File: src/rtl/dial_pkg.sv
// Shared types and constants for the dial command front-end.
// ASCII codes, parser state encoding and the default distance width.
package dial_pkg;

  localparam int DIST_W_DEF = 16;

  typedef enum logic [2:0] {
    IDLE,
    DIGITS,
    SKIP,
    HOLD,
    DONE
  } state_t;

  localparam logic [7:0] CH_R  = 8'h52;
  localparam logic [7:0] CH_L  = 8'h4C;
  localparam logic [7:0] CH_LF = 8'h0A;
  localparam logic [7:0] CH_CR = 8'h0D;
  localparam logic [7:0] CH_0  = 8'h30;
  localparam logic [7:0] CH_9  = 8'h39;

  function automatic logic is_digit(input logic [7:0] c);
    return (c >= CH_0) && (c <= CH_9);
  endfunction

endpackage

File: src/rtl/decimal_accumulator.sv
// Saturating decimal accumulator: value = value*10 + digit.
// The ovf pulse flags a digit that pushed the value past all-ones.
module decimal_accumulator
  import dial_pkg::*;
#(
  parameter int DIST_W = DIST_W_DEF
) (
  input  logic              clk,
  input  logic              rst_n,
  input  logic              i_clear,
  input  logic              i_dv,
  input  logic [3:0]        i_digit,
  output logic [DIST_W-1:0] o_value,
  output logic              o_ovf
);

  localparam int AW = DIST_W + 4;

  logic [DIST_W-1:0] r_val;
  logic [AW-1:0]     w_sum;
  logic              w_big;

  // four spare bits hold value*10+9 for any value
  assign w_sum = {4'd0, r_val} * AW'(10) + AW'(i_digit);
  assign w_big = |w_sum[AW-1:DIST_W];

  always_ff @(posedge clk or negedge rst_n) begin
    if (!rst_n) begin
      r_val <= '0;
    end else if (i_clear) begin
      r_val <= '0;
    end else if (i_dv) begin
      r_val <= w_big ? '1 : w_sum[DIST_W-1:0];
    end
  end

  assign o_value = r_val;
  assign o_ovf   = i_dv & w_big;

endmodule

File: src/rtl/rotation_cmd_parser.sv
// ASCII rotation-line parser ("R48\n") feeding the dial counter.
// One {direction, distance} command per well-formed line.
module rotation_cmd_parser
  import dial_pkg::*;
#(
  parameter int DIST_W = DIST_W_DEF,
  parameter int CNT_W  = 16
) (
  input  logic              clk,
  input  logic              rst_n,
  input  logic              in_valid,
  input  logic [7:0]        in_data,
  input  logic              in_last,
  output logic              in_ready,
  output logic              valid,
  output logic              direction,
  output logic [DIST_W-1:0] distance,
  input  logic              ready,
  output logic [CNT_W-1:0]  cmd_count,
  output logic [CNT_W-1:0]  err_count,
  output logic              overflow,
  output logic              done
);

  state_t           r_state;
  logic             r_in_rdy;
  logic             r_valid;
  logic             r_dir;
  logic             r_have;
  logic             r_end;
  logic             r_ovf;
  logic             r_done;
  logic [CNT_W-1:0] r_cmd;
  logic [CNT_W-1:0] r_err;

  logic              w_xfer;
  logic              w_dig;
  logic              w_lf;
  logic              w_cr;
  logic              w_eol;
  logic              w_rl;
  logic              w_clr;
  logic              w_dv;
  logic              w_acc_ovf;
  logic [DIST_W-1:0] w_acc;
  logic [7:0]        w_off;

  assign w_xfer = in_valid & r_in_rdy;
  assign w_dig  = is_digit(in_data);
  assign w_lf   = (in_data == CH_LF);
  assign w_cr   = (in_data == CH_CR);
  assign w_eol  = w_lf | w_cr;
  assign w_rl   = (in_data == CH_R) | (in_data == CH_L);
  assign w_off  = in_data - CH_0;
  assign w_clr  = w_xfer & (r_state == IDLE) & w_rl;
  assign w_dv   = w_xfer & (r_state == DIGITS) & w_dig;

  decimal_accumulator #(
    .DIST_W (DIST_W)
  ) u_acc (
    .clk     (clk),
    .rst_n   (rst_n),
    .i_clear (w_clr),
    .i_dv    (w_dv),
    .i_digit (w_off[3:0]),
    .o_value (w_acc),
    .o_ovf   (w_acc_ovf)
  );

  always_ff @(posedge clk or negedge rst_n) begin
    if (!rst_n) begin
      r_state  <= IDLE;
      r_in_rdy <= 1'b0;
      r_valid  <= 1'b0;
      r_dir    <= 1'b0;
      r_have   <= 1'b0;
      r_end    <= 1'b0;
      r_ovf    <= 1'b0;
      r_done   <= 1'b0;
      r_cmd    <= '0;
      r_err    <= '0;
    end else begin
      if (w_acc_ovf) r_ovf <= 1'b1;
      unique case (r_state)
        IDLE: begin
          r_in_rdy <= 1'b1;
          if (w_xfer) begin
            unique case (1'b1)
              w_rl: begin
                r_dir  <= (in_data == CH_R);
                r_have <= 1'b0;
                if (in_last) begin
                  r_err    <= r_err + CNT_W'(1);
                  r_state  <= DONE;
                  r_done   <= 1'b1;
                  r_in_rdy <= 1'b0;
                end else begin
                  r_state <= DIGITS;
                end
              end
              w_eol: begin
                if (in_last) begin
                  r_state  <= DONE;
                  r_done   <= 1'b1;
                  r_in_rdy <= 1'b0;
                end
              end
              default: begin
                r_err <= r_err + CNT_W'(1);
                if (in_last) begin
                  r_state  <= DONE;
                  r_done   <= 1'b1;
                  r_in_rdy <= 1'b0;
                end else begin
                  r_state <= SKIP;
                end
              end
            endcase
          end
        end
        DIGITS: begin
          if (w_xfer) begin
            if (!(w_dig || w_eol)) begin
              r_err <= r_err + CNT_W'(1);
              if (in_last) begin
                r_state  <= DONE;
                r_done   <= 1'b1;
                r_in_rdy <= 1'b0;
              end else begin
                r_state <= SKIP;
              end
            end else if (w_lf || in_last) begin
              // in_last stands in for the missing newline
              if (r_have || w_dig) begin
                r_state  <= HOLD;
                r_valid  <= 1'b1;
                r_in_rdy <= 1'b0;
                r_end    <= in_last;
              end else begin
                r_err <= r_err + CNT_W'(1);
                if (in_last) begin
                  r_state  <= DONE;
                  r_done   <= 1'b1;
                  r_in_rdy <= 1'b0;
                end else begin
                  r_state <= IDLE;
                end
              end
            end else if (w_dig) begin
              r_have <= 1'b1;
            end
          end
        end
        SKIP: begin
          if (w_xfer && (w_lf || in_last)) begin
            if (in_last) begin
              r_state  <= DONE;
              r_done   <= 1'b1;
              r_in_rdy <= 1'b0;
            end else begin
              r_state <= IDLE;
            end
          end
        end
        HOLD: begin
          if (ready) begin
            r_valid <= 1'b0;
            r_cmd   <= r_cmd + CNT_W'(1);
            if (r_end) begin
              r_state <= DONE;
              r_done  <= 1'b1;
            end else begin
              r_state  <= IDLE;
              r_in_rdy <= 1'b1;
            end
          end
        end
        DONE: begin
          r_in_rdy <= 1'b0;
        end
        default: begin
          r_state <= IDLE;
        end
      endcase
    end
  end

  assign in_ready  = r_in_rdy;
  assign valid     = r_valid;
  assign direction = r_dir;
  assign distance  = w_acc;
  assign cmd_count = r_cmd;
  assign err_count = r_err;
  assign overflow  = r_ovf;
  assign done      = r_done;

endmodule

File: config.mk
export PLATFORM = sky130hd
export DESIGN_NAME = rotation_cmd_parser
export DESIGN_NICKNAME = d
export VERILOG_FILES = /design/src/rtl/dial_pkg.sv /design/src/rtl/decimal_accumulator.sv /design/src/rtl/rotation_cmd_parser.sv
export SDC_FILE = /design/constraint.sdc
export NUM_CORES = 1
export LEC_CHECK = 0
export CAP_MARGIN = 25
export CORE_MARGIN = 4
export CORE_UTILIZATION = 47
export CTS_CLUSTER_SIZE = 8
export DETAILED_ROUTE_END_ITERATION = 8
export HOLD_SLACK_MARGIN = 0.06
export PLACE_DENSITY = 0.71
export SYNTH_ARGS = -nofsm -noshare
export SYNTH_HDL_FRONTEND = slang
export SYNTH_SLANG_ARGS = --single-unit
File: constraint.sdc
create_clock -name clk -period 4 [get_ports clk]
set_input_delay 0.8 -clock clk [delete_from_list [all_inputs] [get_ports clk]]
set_output_delay 0.8 -clock clk [all_outputs]
set_load 0.005 [all_outputs]
Word level (Yosys, flattened, before mapping). Cells that the tools add are included.

Register bits after elaboration: 58. Bits in latches: 0. RAM bits: 0. Bits in read-only memories: 0. Input bits: 13. Output and inout bits: 53. Word-level logic and storage cells: 132. Memories kept: 0.

$add $sub $neg: 4. $mul: 1. Divide/modulo/power cells: 0. Magnitude comparators: 2. Equality and inequality tests: 25. Shift operators: 0. Mux-type cells: 59. Bitwise logic cells: 9. Reductions and logical operators: 21.

Operator list (count): 2-to-1 mux 16 bit (9); case mux 16 bit (2 select lines) (2); 2-to-1 mux 3 bit (12); adder 16 x 1 -> 16 bit (second input constant) (2); 2-to-1 mux 1 bit (30); AND reduction 7 bit (3); adder 20 x 4 -> 20 bit (1); inequality test 2 bit (second input constant) (10); multiplier 16 x 3 -> 19 bit (second input constant) (1); == test 8 x 4 -> 1 bit (second input constant) (2); == test 8 x 7 -> 1 bit (second input constant) (2); case mux 3 bit (5 select lines) (1); AND reduction 6 bit (2); inequality test 3 bit (second input constant) (3); >= comparator 8 x 6 -> 1 bit (second input constant) (1); less-or-equal comparator 8 x 6 -> 1 bit (second input constant) (1); AND reduction 8 bit (1); AND 1 bit (6); == test 3 x 2 -> 1 bit (second input constant) (2); inequality test 2 x 1 -> 1 bit (second input constant) (3); case mux 3 bit (2 select lines) (1); nonzero test 2 bit (3); case mux 1 bit (5 select lines) (1); AND reduction 5 bit (1); other kinds (16) (21).

Longest topological paths before layout.
Depth in word-level cells: 8. Gate-level depth with buffers: 13. Mapped depth without buffers: 12.

Hierarchy. From an unflattened synthesis, not the netlist that was laid out.

Cells, all modules: 428. Area total of the unflattened synthesis: 4264.1 sq um.

Modules (own cells, without submodules): rotation_cmd_parser (times used 1, cells an instance 210, area each 2214.6 sq um); decimal_accumulator (times used 1, cells an instance 218, area each 2049.5 sq um).

Worst setup path after synthesis. No wires, ideal clock.

Path type: reg-to-reg. Start: register u_acc.r_val[1], in the netlist u_acc.o_value[1]. End: register u_acc.r_val[10], in the netlist u_acc.o_value[10]. Data arrival time: 3.049 ns. Data required time: 3.918 ns. Setup slack: 0.869 ns. Stages on the path, launching flop included: 14. Path buffers: 1. Clock period less this slack: 3.131 ns. Path through: dfrtp_1 ha_1 ha_1 inv_1 fa_1 nand2b_1 a21oi_2 o21ai_0 xor2_1 or4b_1 o21ai_2 mux2i_1 buf_6 a31oi_1.

Longest elaborated chain between the ends: 6.

RTL lines: start: declaration (RTL line decimal_accumulator.sv:19) `logic [DIST_W-1:0] r_val;`; start signal: assignment (RTL line decimal_accumulator.sv:33) `r_val <= w_big ? '1 : w_sum[DIST_W-1:0];`; multiplier 16 x 3 -> 19 bit * (RTL line decimal_accumulator.sv:24) `assign w_sum = {4'd0, r_val} * AW'(10) + AW'(i_digit);`; adder 20 x 4 -> 20 bit * (RTL line decimal_accumulator.sv:24); OR reduction 4 bit (RTL line decimal_accumulator.sv:25) `assign w_big = |w_sum[AW-1:DIST_W];`; 2-to-1 mux 16 bit * (RTL line decimal_accumulator.sv:33); 2-to-1 mux 16 bit * (RTL line decimal_accumulator.sv:32) `end else if (i_dv) begin`; 2-to-1 mux 16 bit * (RTL line decimal_accumulator.sv:30) `end else if (i_clear) begin`.

Every way passes the cells marked *; elsewhere a longest branch is shown, timed or not. The select of a mux whose other input is x is not followed. A chain may end at the register's enable or synchronous reset.

Final worst setup path.
Start: register u_acc.r_val[1], in the netlist u_acc.o_value[1]. End: register u_acc.r_val[3], in the netlist u_acc.o_value[3].

The elaborated chain is that of the path after synthesis.

==> results.ini <==
[run_status]
outcome = completed

[sta]
tightestPinTransition_ps = 741
setup_tns_ps = 0
fin_skew_ps = 8.31
rsz0062_at_grt = false
max_slew_margin_pct = 50.6
timing.fmax_mhz = 277
finalHoldViolCount = 0
drv_slew = 0
setup_viol = 0
whs_ps = 481
fin_crit_ps = 3610
period_share_pct = 90.1

[floorplan]
ios = 66
die_area_sq_mm = 0.0103
start_util_pct = 49.2
num_rows = 33
core_sq_mm = 0.00834
die_w_um = 101
die_h_um = 101

[finish]
final_area_sq_mm = 0.00509
final_util_pct = 61.0
nets = 557
final_layout_size_suffix_gt1_share_pct = 8.17
areaGrowthSynthToFinish_pct = 24.0
antenna_cells = 0
instances_no_fill = 619

[global_routing]
grt_use_total_pct = 20.1
use_met3_pct = 5.37
antenna_found_initial = 0
grt_max_degree = 33
grt_pass1_wl_um = 16600
busiest_layer = met2
grt_remaining_overflow = 0
grt_pass1_vias = 3459
use_met1_pct = 28.2
grtUsageMet2_pct = 31.4

[setup_path]
r2r_setup_slack_ps = 390
worstSetupPathType = reg -> reg
r2r.worst_path.cells = 13
startpoint = u_acc.o_value[1]$_DFFE_PN0P_
worstPathArrival_ps = 3780
r2r-start = u_acc.o_value[1]$_DFFE_PN0P_
r2r_end = u_acc.o_value[3]$_DFFE_PN0P_
critical_path_required_ps = 4170
endpoint = u_acc.o_value[3]$_DFFE_PN0P_
cp_max_fo = 8
end_kind = flip-flop
crit_path_start_kind = flip-flop

[yosys]
async_reset_ff_share_pct = 100
syn_inst = 439
synth_ff_type = dfrtp_1
synth_nets = 487
ys_seq_area_share_pct = 35.4
mappedNetlistArea_sq_mm = 0.00410
ys_ff_latch = 58
syn_avg_cell_area_sq_um = 9.35
ys_types = 71
synth-edff-count = 0
yosysWarnings = 0

[route]
vias = 3563
avgViaCountPerCell = 5.76
wl_um = 10100
ant_nets = 0
drt-initial-drc-count = 169
drt_pass1_iterations = 6
avgRoutedWirePerCell_um = 16.4
drc = 0

[place]
postPlaceCellArea_sq_mm = 0.00486
routabilityCongestion = 0.911
dp.cells = 603
hpwlAfterDp_um = 7820
portBuffers = 65

[clocking]
max-clock-path-buffers = 2
clk_pin_slew_ps = 70
post_cts_resized = 0
clk_latency_ps = 330
cts_setup_buffers = 0
cts_made_buffers = 9
root_buffer = clkbuf_8
ctsHtreeMaxLevel = 3
clock_sinks = 58
cts_tree = built
hold_buffers = 0

[job]
maxCapViolCount = 0

[power_and_ir_drop]
p_seq_share_pct = 32.7
p_int_w = 0.00170
pwr-share-clk_pct = 22.1
power.static_leakage_nw = 2.28
p_sw_w = 0.00111
power.density_mw_per_mm2 = 551
pwr-share-comb_pct = 45.1
peakVddDrop_v = 0.000372
switching_share_pct = 39.5

[worst_hold_path]
hp-class = reg -> reg

[Yosys cell counts (all sizes together), types with 6 or more instances]
library cell / instances / area (sq um)
a21oi: 38 / 194
a31oi: 12 / 75.1
and3: 6 / 37.5
clkbuf: 6 / 22.5
dfrtp: 58 / 1450
ha: 33 / 413
inv: 19 / 71.3
nand2: 38 / 150
nand3: 23 / 115
nand4: 9 / 56.3
nor2: 24 / 92.6
nor3: 17 / 118
o21ai: 17 / 88.8
xnor2: 35 / 307
xor2: 15 / 131
[critical path: stages, from the launching register on]
cell and delay, ps:
dfrtp_1 440, ha_1 320, ha_1 200, inv_1 70
fa_1 400, nand2b_1 200, a21oi_2 180, o21ai_0 120
xor2_1 190, nor4b_2 420, nand3_1 200, mux2i_1 370
buf_4 240, a31oi_1 100
[cell usage in the layout (no fill, tap or decap), types with 4 or more instances in the layout]
master and n:
nor2b_1 4, xor2_1 15, nand2b_1 5, clkdlybuf4s50_1 64, and3_1 6, a21oi_1 37
inv_1 19, a31oi_1 12, o21ai_0 15, a211oi_1 4, a21o_1 4, clkbuf_8 11
nand3_1 23, nor3_1 13, dfrtp_1 58, a211o_1 4, nand2_1 37, nand4_1 9
ha_1 33, nor2_1 23, xnor2_1 35, o211ai_1 5
[power groups by stage]
stage                     clock network (W)  registers [W]  logic (W)
final                              0.000621       0.000919    0.00127
after global routing               0.000660       0.000940    0.00140
after CTS                          0.000636       0.000916    0.00127
after detailed placement                  0       0.000923    0.00126
after global placement                    0       0.000918    0.00123
after floorplan                           0       0.000850   0.000854
[cells by family after synthesis]
group | share of synthesized area, %
compound gates | 18.2
fa+ha+maj | 11.0
buf+inv | 2.77
simple gates | 20.4
mux | 1.55
xor+xnor | 10.7
flops | 35.4
[per-layer routing]
metal / vias up / wire (um)
met4: 0 / 94
met1: 1709 / 4760
met5: - / 0
li1: 1759 / -
met3: 13 / 563
met2: 82 / 4710
[stage by stage]
stage,total power [W],setup slack [ps]
after floorplan,0.00170,869
after global placement,0.00215,525
after detailed placement,0.00218,442
after CTS,0.00282,393
after global routing,0.00300,113
final,0.00281,394
[worst min path at each step]
stage	startpoint	endpoint	slack (ps)	cells past startpoint
floorplan	done$_DFFE_PN0P_	done$_DFFE_PN0P_	460	1
global placement	done$_DFFE_PN0P_	done$_DFFE_PN0P_	450	1
detailed placement	cmd_count[15]$_DFFE_PN0P_	cmd_count[15]$_DFFE_PN0P_	470	1
CTS	cmd_count[15]$_DFFE_PN0P_	cmd_count[15]$_DFFE_PN0P_	480	1
global route	cmd_count[15]$_DFFE_PN0P_	cmd_count[15]$_DFFE_PN0P_	500	1
finish	cmd_count[15]$_DFFE_PN0P_	cmd_count[15]$_DFFE_PN0P_	480	1
[layout make-up]
cell class | count | area (sq um)
multi-input combinational | 353 | 2540
clock inverter | 4 | 73.8
clock buffer | 12 | 155
tap | 105 | 131
sequential | 58 | 1450
fill | 733 | 3250
inverter | 19 | 71.3
timing repair buffer | 68 | 668
[registers in the layout, indices dropped and copies added, names as in the netlist]
register and count:
r_have 1, overflow 1, r_end 1, valid 1, direction 1, r_state 3
err_count 16, cmd_count 16, u_acc.o_value 16, done 1, in_ready 1
(Power assumes the default switching activity.)
==> variant 1: new RTL, same settings <==
The 5 states of `state_t` get a one-hot encoding in 5 bits.
--- a/src/rtl/dial_pkg.sv
+++ b/src/rtl/dial_pkg.sv
@@ -4,12 +4,12 @@
 
   localparam int DIST_W_DEF = 16;
 
-  typedef enum logic [2:0] {
-    IDLE,
-    DIGITS,
-    SKIP,
-    HOLD,
-    DONE
+  typedef enum logic [4:0] {
+    IDLE   = 5'b00001,
+    DIGITS = 5'b00010,
+    SKIP   = 5'b00100,
+    HOLD   = 5'b01000,
+    DONE   = 5'b10000
   } state_t;
 
   localparam logic [7:0] CH_R  = 8'h52;
Function: no difference found for any inputs over 4 cycles, from zero or initial values and one cycle with rst_n low; so few cycles prove little.
==> variant 1 against the original RTL <==
Setup slack worse by 73 ps. Area after synthesis is 5.5% higher. Final area is 3.7% higher. Clock skew is 3.8 ps higher. Global-route usage is 1.5 points lower. Sequential cell count is 2 higher. Count of clock-buffer cells in the layout is 1 lower. Highest routed layer unchanged. Die area is 5.0% higher. Routed wire length is 0.64% lower.
Power is not compared: it rests on default switching activity, and its combinational part moved more than twofold at a synthesized area within 25%.
==> variant 1: results (changes against the original RTL) <==
metric	value	unit	change
Routed met3 length	344	um	-39%
hold path cells	1		unchanged
GRT met2 Usage	0.326		+0.0115
Total GRT Usage	0.186		-0.0153
hold_buf cts	0		unchanged
pre-CTS setup slack	255	ps	-187 ps
post-place instance area	0.00506	mm^2	+4.2%
CP max FO	17		+9
DRT Pass-1 Iters	5		-1
met3 GRT Util	0.0223		-0.0314
sequential area share after synthesis	0.347		-0.00655
gp weighted congestion	0.839		-7.9%
Layout fillers	802		+9.4%
fraction of layout cells with a size suffix above 1	0.106		+0.0239
slew margin rel.	0.511		+0.00505
Critical R2R Capture	u_acc.o_value[5]$_DFFE_PN0P_		
DR WL/cell	16.0	um	-2.2%
Syn Nets	499		+2.5%
hold path startpoint	done$_DFFE_PN0P_		
Mapped Cells	451		+2.7%
GR Util met1	0.236		-0.0461
Synth area leaders	dfrtp_1, ha_1, xnor2_1, a21oi_1, a22oi_1		
final hold slack	474	ps	-6.99 ps
Synth top area share	0.341		-0.0126
first-pass GRT wire length	17000	um	+2.4%
post-synthesis cell type count	77		+8.5%
1st-iter DRT viols	172		+1.8%
DP HPWL	7680	um	-1.8%
post-route insts no fill	629		+1.6%
status	finished clean		
fin nets	565		+1.4%
WL met2	5060	um	+7.4%
total number of vias	3635		+2.0%
Placed Cells	614		+1.8%
Slowest-stage cell, CP	mux2i_4		
top post-synthesis cells by count	dfrtp_1, xnor2_1, ha_1, nand2_1, nor2_1		
Largest stage delay, worst path	530	ps	+90 ps
wl on met1	4470	um	-6.1%
Hold EP	done$_DFFE_PN0P_		
Worst Path Arrival	3860	ps	+80 ps
variant 1: worst reg2reg max path: cells and delay by family, from the launching register on:
kind / cells / cell delay (ps)
fa+ha+maj: 3 / 920
simple gates: 3 / 660
compound gates: 3 / 570
mux: 1 / 530
flops: 1 / 440
buf+inv: 2 / 250
xor+xnor: 1 / 160
variant 1: how the worst max path moves through the flow:
stage	to	slack [ps]	depth (start not counted)
5_1_grt	u_acc.o_value[5]$_DFFE_PN0P_	50	13
2_1_floorplan	u_acc.o_value[15]$_DFFE_PN0P_	650	13
3_3_place_gp	u_acc.o_value[5]$_DFFE_PN0P_	320	10
6_report	u_acc.o_value[5]$_DFFE_PN0P_	320	13
3_5_place_dp	u_acc.o_value[5]$_DFFE_PN0P_	260	12
4_1_cts	u_acc.o_value[5]$_DFFE_PN0P_	310	13
variant 1: layout make-up:
cell class	count	area, um^2	share of cell area
clock buffers	11	141	0.0268
clock inverters	4	73.8	0.0140
inverters	13	48.8	0.00924
multi-input cells	363	2690	0.510
flip-flops and latches	60	1500	0.285
well taps	108	135	0.0256
repair buffers	70	683	0.129
variant 1: logic make-up after synthesis:
logic type               count (synthesis)  synth area share
adder cells (fa/ha/maj)                 35             0.105
flip-flops                              60             0.347
buffers and inverters                   28            0.0306
multiplexers                             6            0.0176
XOR/XNOR                                52             0.105
AND/OR/NAND/NOR                        150             0.197
AO/OA/AOI/OAI                          120             0.198
variant 1: power by group:
part,total [mW],leakage [nW],switching [mW],internal [mW]
sequential,0.729,0.813,0.0726,0.657
combinational,0.368,1.33,0.182,0.186
clock,0.605,0.109,0.240,0.365
total,1.70,2.26,0.495,1.21
==> variant 2: new RTL, same flow settings <==
Without the edit above. Change the package constant `DIST_W_DEF` from 16 to 32.
--- a/src/rtl/dial_pkg.sv
+++ b/src/rtl/dial_pkg.sv
@@ -2,7 +2,7 @@
 // ASCII codes, parser state encoding and the default distance width.
 package dial_pkg;
 
-  localparam int DIST_W_DEF = 16;
+  localparam int DIST_W_DEF = 32;
 
   typedef enum logic [2:0] {
     IDLE,
Interface: changed (resized distance); port bits go from 66 to 82. The function was not compared with the original's and may differ.
==> variant 2 against the original RTL <==
The run now ends with setup timing left. Area after synthesis up 52%. Global-route usage up 3.3 points. Largest cell class unchanged. Routed wire length grew 71%. Clock skew shrank 0.71 ps. Combinational power is 75% lower. Setup slack got worse by 580 ps. Hold slack lost 12 ps. Critical path type unchanged. Non-clock buffer count is 136 higher. Via count up 68%. Final area grew 67%. Total power down 29%. First-iteration DRC count grew 130%. Sequential cell count grew 16. Sequential power decreased by 5.4%.
==> variant 2: results (changes against the original RTL) <==
metric	value	unit	change
status	complete, but fails checks		
failing checks	setup timing		
slew margin rel.	0.378		-0.128
Signal buffers	204		+200%
wl on met1	7770	um	+63%
Largest stage delay, worst path	510	ps	+70 ps
1st-iter DRT viols	391		+130%
DP HPWL	13100	um	+68%
final setup skew	7.61	ps	-0.709 ps
delay-heaviest family, CP	compound AO/OA/AOI/OAI gates		
DR WL/cell	16.4	um	about the same
Syn Nets	776		+59%
WL met2	8310	um	+76%
post-synthesis mux area share	0.00863		-0.00692
post-DR vias/cell	5.65		-1.9%
post-place instance area	0.00798	mm^2	+64%
setup TNS	-5080	ps	-5080 ps
clock root buffer	clkbuf_16		
Placed Cells	1027		+70%
switch share	0.275		-0.120
Synth area leaders	dfrtp_1, ha_1, xnor2_1, a21oi_1, xor2_1		
Compound-Gate Fraction of Synth Area	0.212		+0.0297
storage element area	0.00185	mm^2	+28%
area occupied by multi-input gates	0.00431	mm^2	+70%
Synth Area in XOR/XNOR	0.118		+0.0111
number of global-route vias before repair	5822		+68%
GR Util met1	0.307		+0.0253
post-synthesis cell type count	76		+7.0%
Final setup viols	33		+33
first-pass GRT wire length	28300	um	+71%
Comb pwr share	0.162		-0.289
Post-Syn Area per Cell	8.95	um^2	-4.2%
Sequential Power Share	0.436		+0.109
final setup margin	-189	ps	-584 ps
number of non-clock inverters	20		+1
Worst Path Arrival	4370	ps	+590 ps
Non-clock buffer share	0.208		+0.0767
Layout fillers	1011		+38%
Total GRT Usage	0.234		+0.0331
PortBufs	81		+25%
Slowest-stage cell, CP	or4b_4		
pin count of the biggest net entering global routing	75		+130%
Total Wirelength	17300	um	+71%
DRT Pass-1 Iters	5		-1
GRT met2 Usage	0.395		+0.0808
Lkg Pwr	3.97	nW	+74%
CLK BUF	10		-2
pre-CTS setup slack	-261	ps	-702 ps
post-synthesis adder-cell area fraction	0.137		+0.0266
met3 GRT Util	0.0247		-0.0290
fraction of layout cells with a size suffix above 1	0.233		+0.151
[variant 2: path summary, 6_finish.rpt]
check | cells past startpoint | startpoint | slack, ps | to
hold / removal | 1 | done$_DFFE_PN0P_ | 470 | done$_DFFE_PN0P_
hold reg to reg | 1 | done$_DFFE_PN0P_ | 470 | done$_DFFE_PN0P_
min in group asynchronous | 2 | rst_n | 670 | err_count[11]$_DFFE_PN0P_
setup / recovery | 16 | u_acc.o_value[2]$_DFFE_PN0P_ | -190 | u_acc.o_value[13]$_DFFE_PN0P_
max in group asynchronous | 2 | rst_n | 2670 | u_acc.o_value[18]$_DFFE_PN0P_
setup reg to reg | 16 | u_acc.o_value[2]$_DFFE_PN0P_ | -190 | u_acc.o_value[13]$_DFFE_PN0P_
[variant 2: timing repair]
item	CTS	global route
setup endpoints to repair	33	33
cloned	2	0
buffers inserted	12	0
pin swaps	2	2
hold buffers	0	0
gates resized for setup	20	6
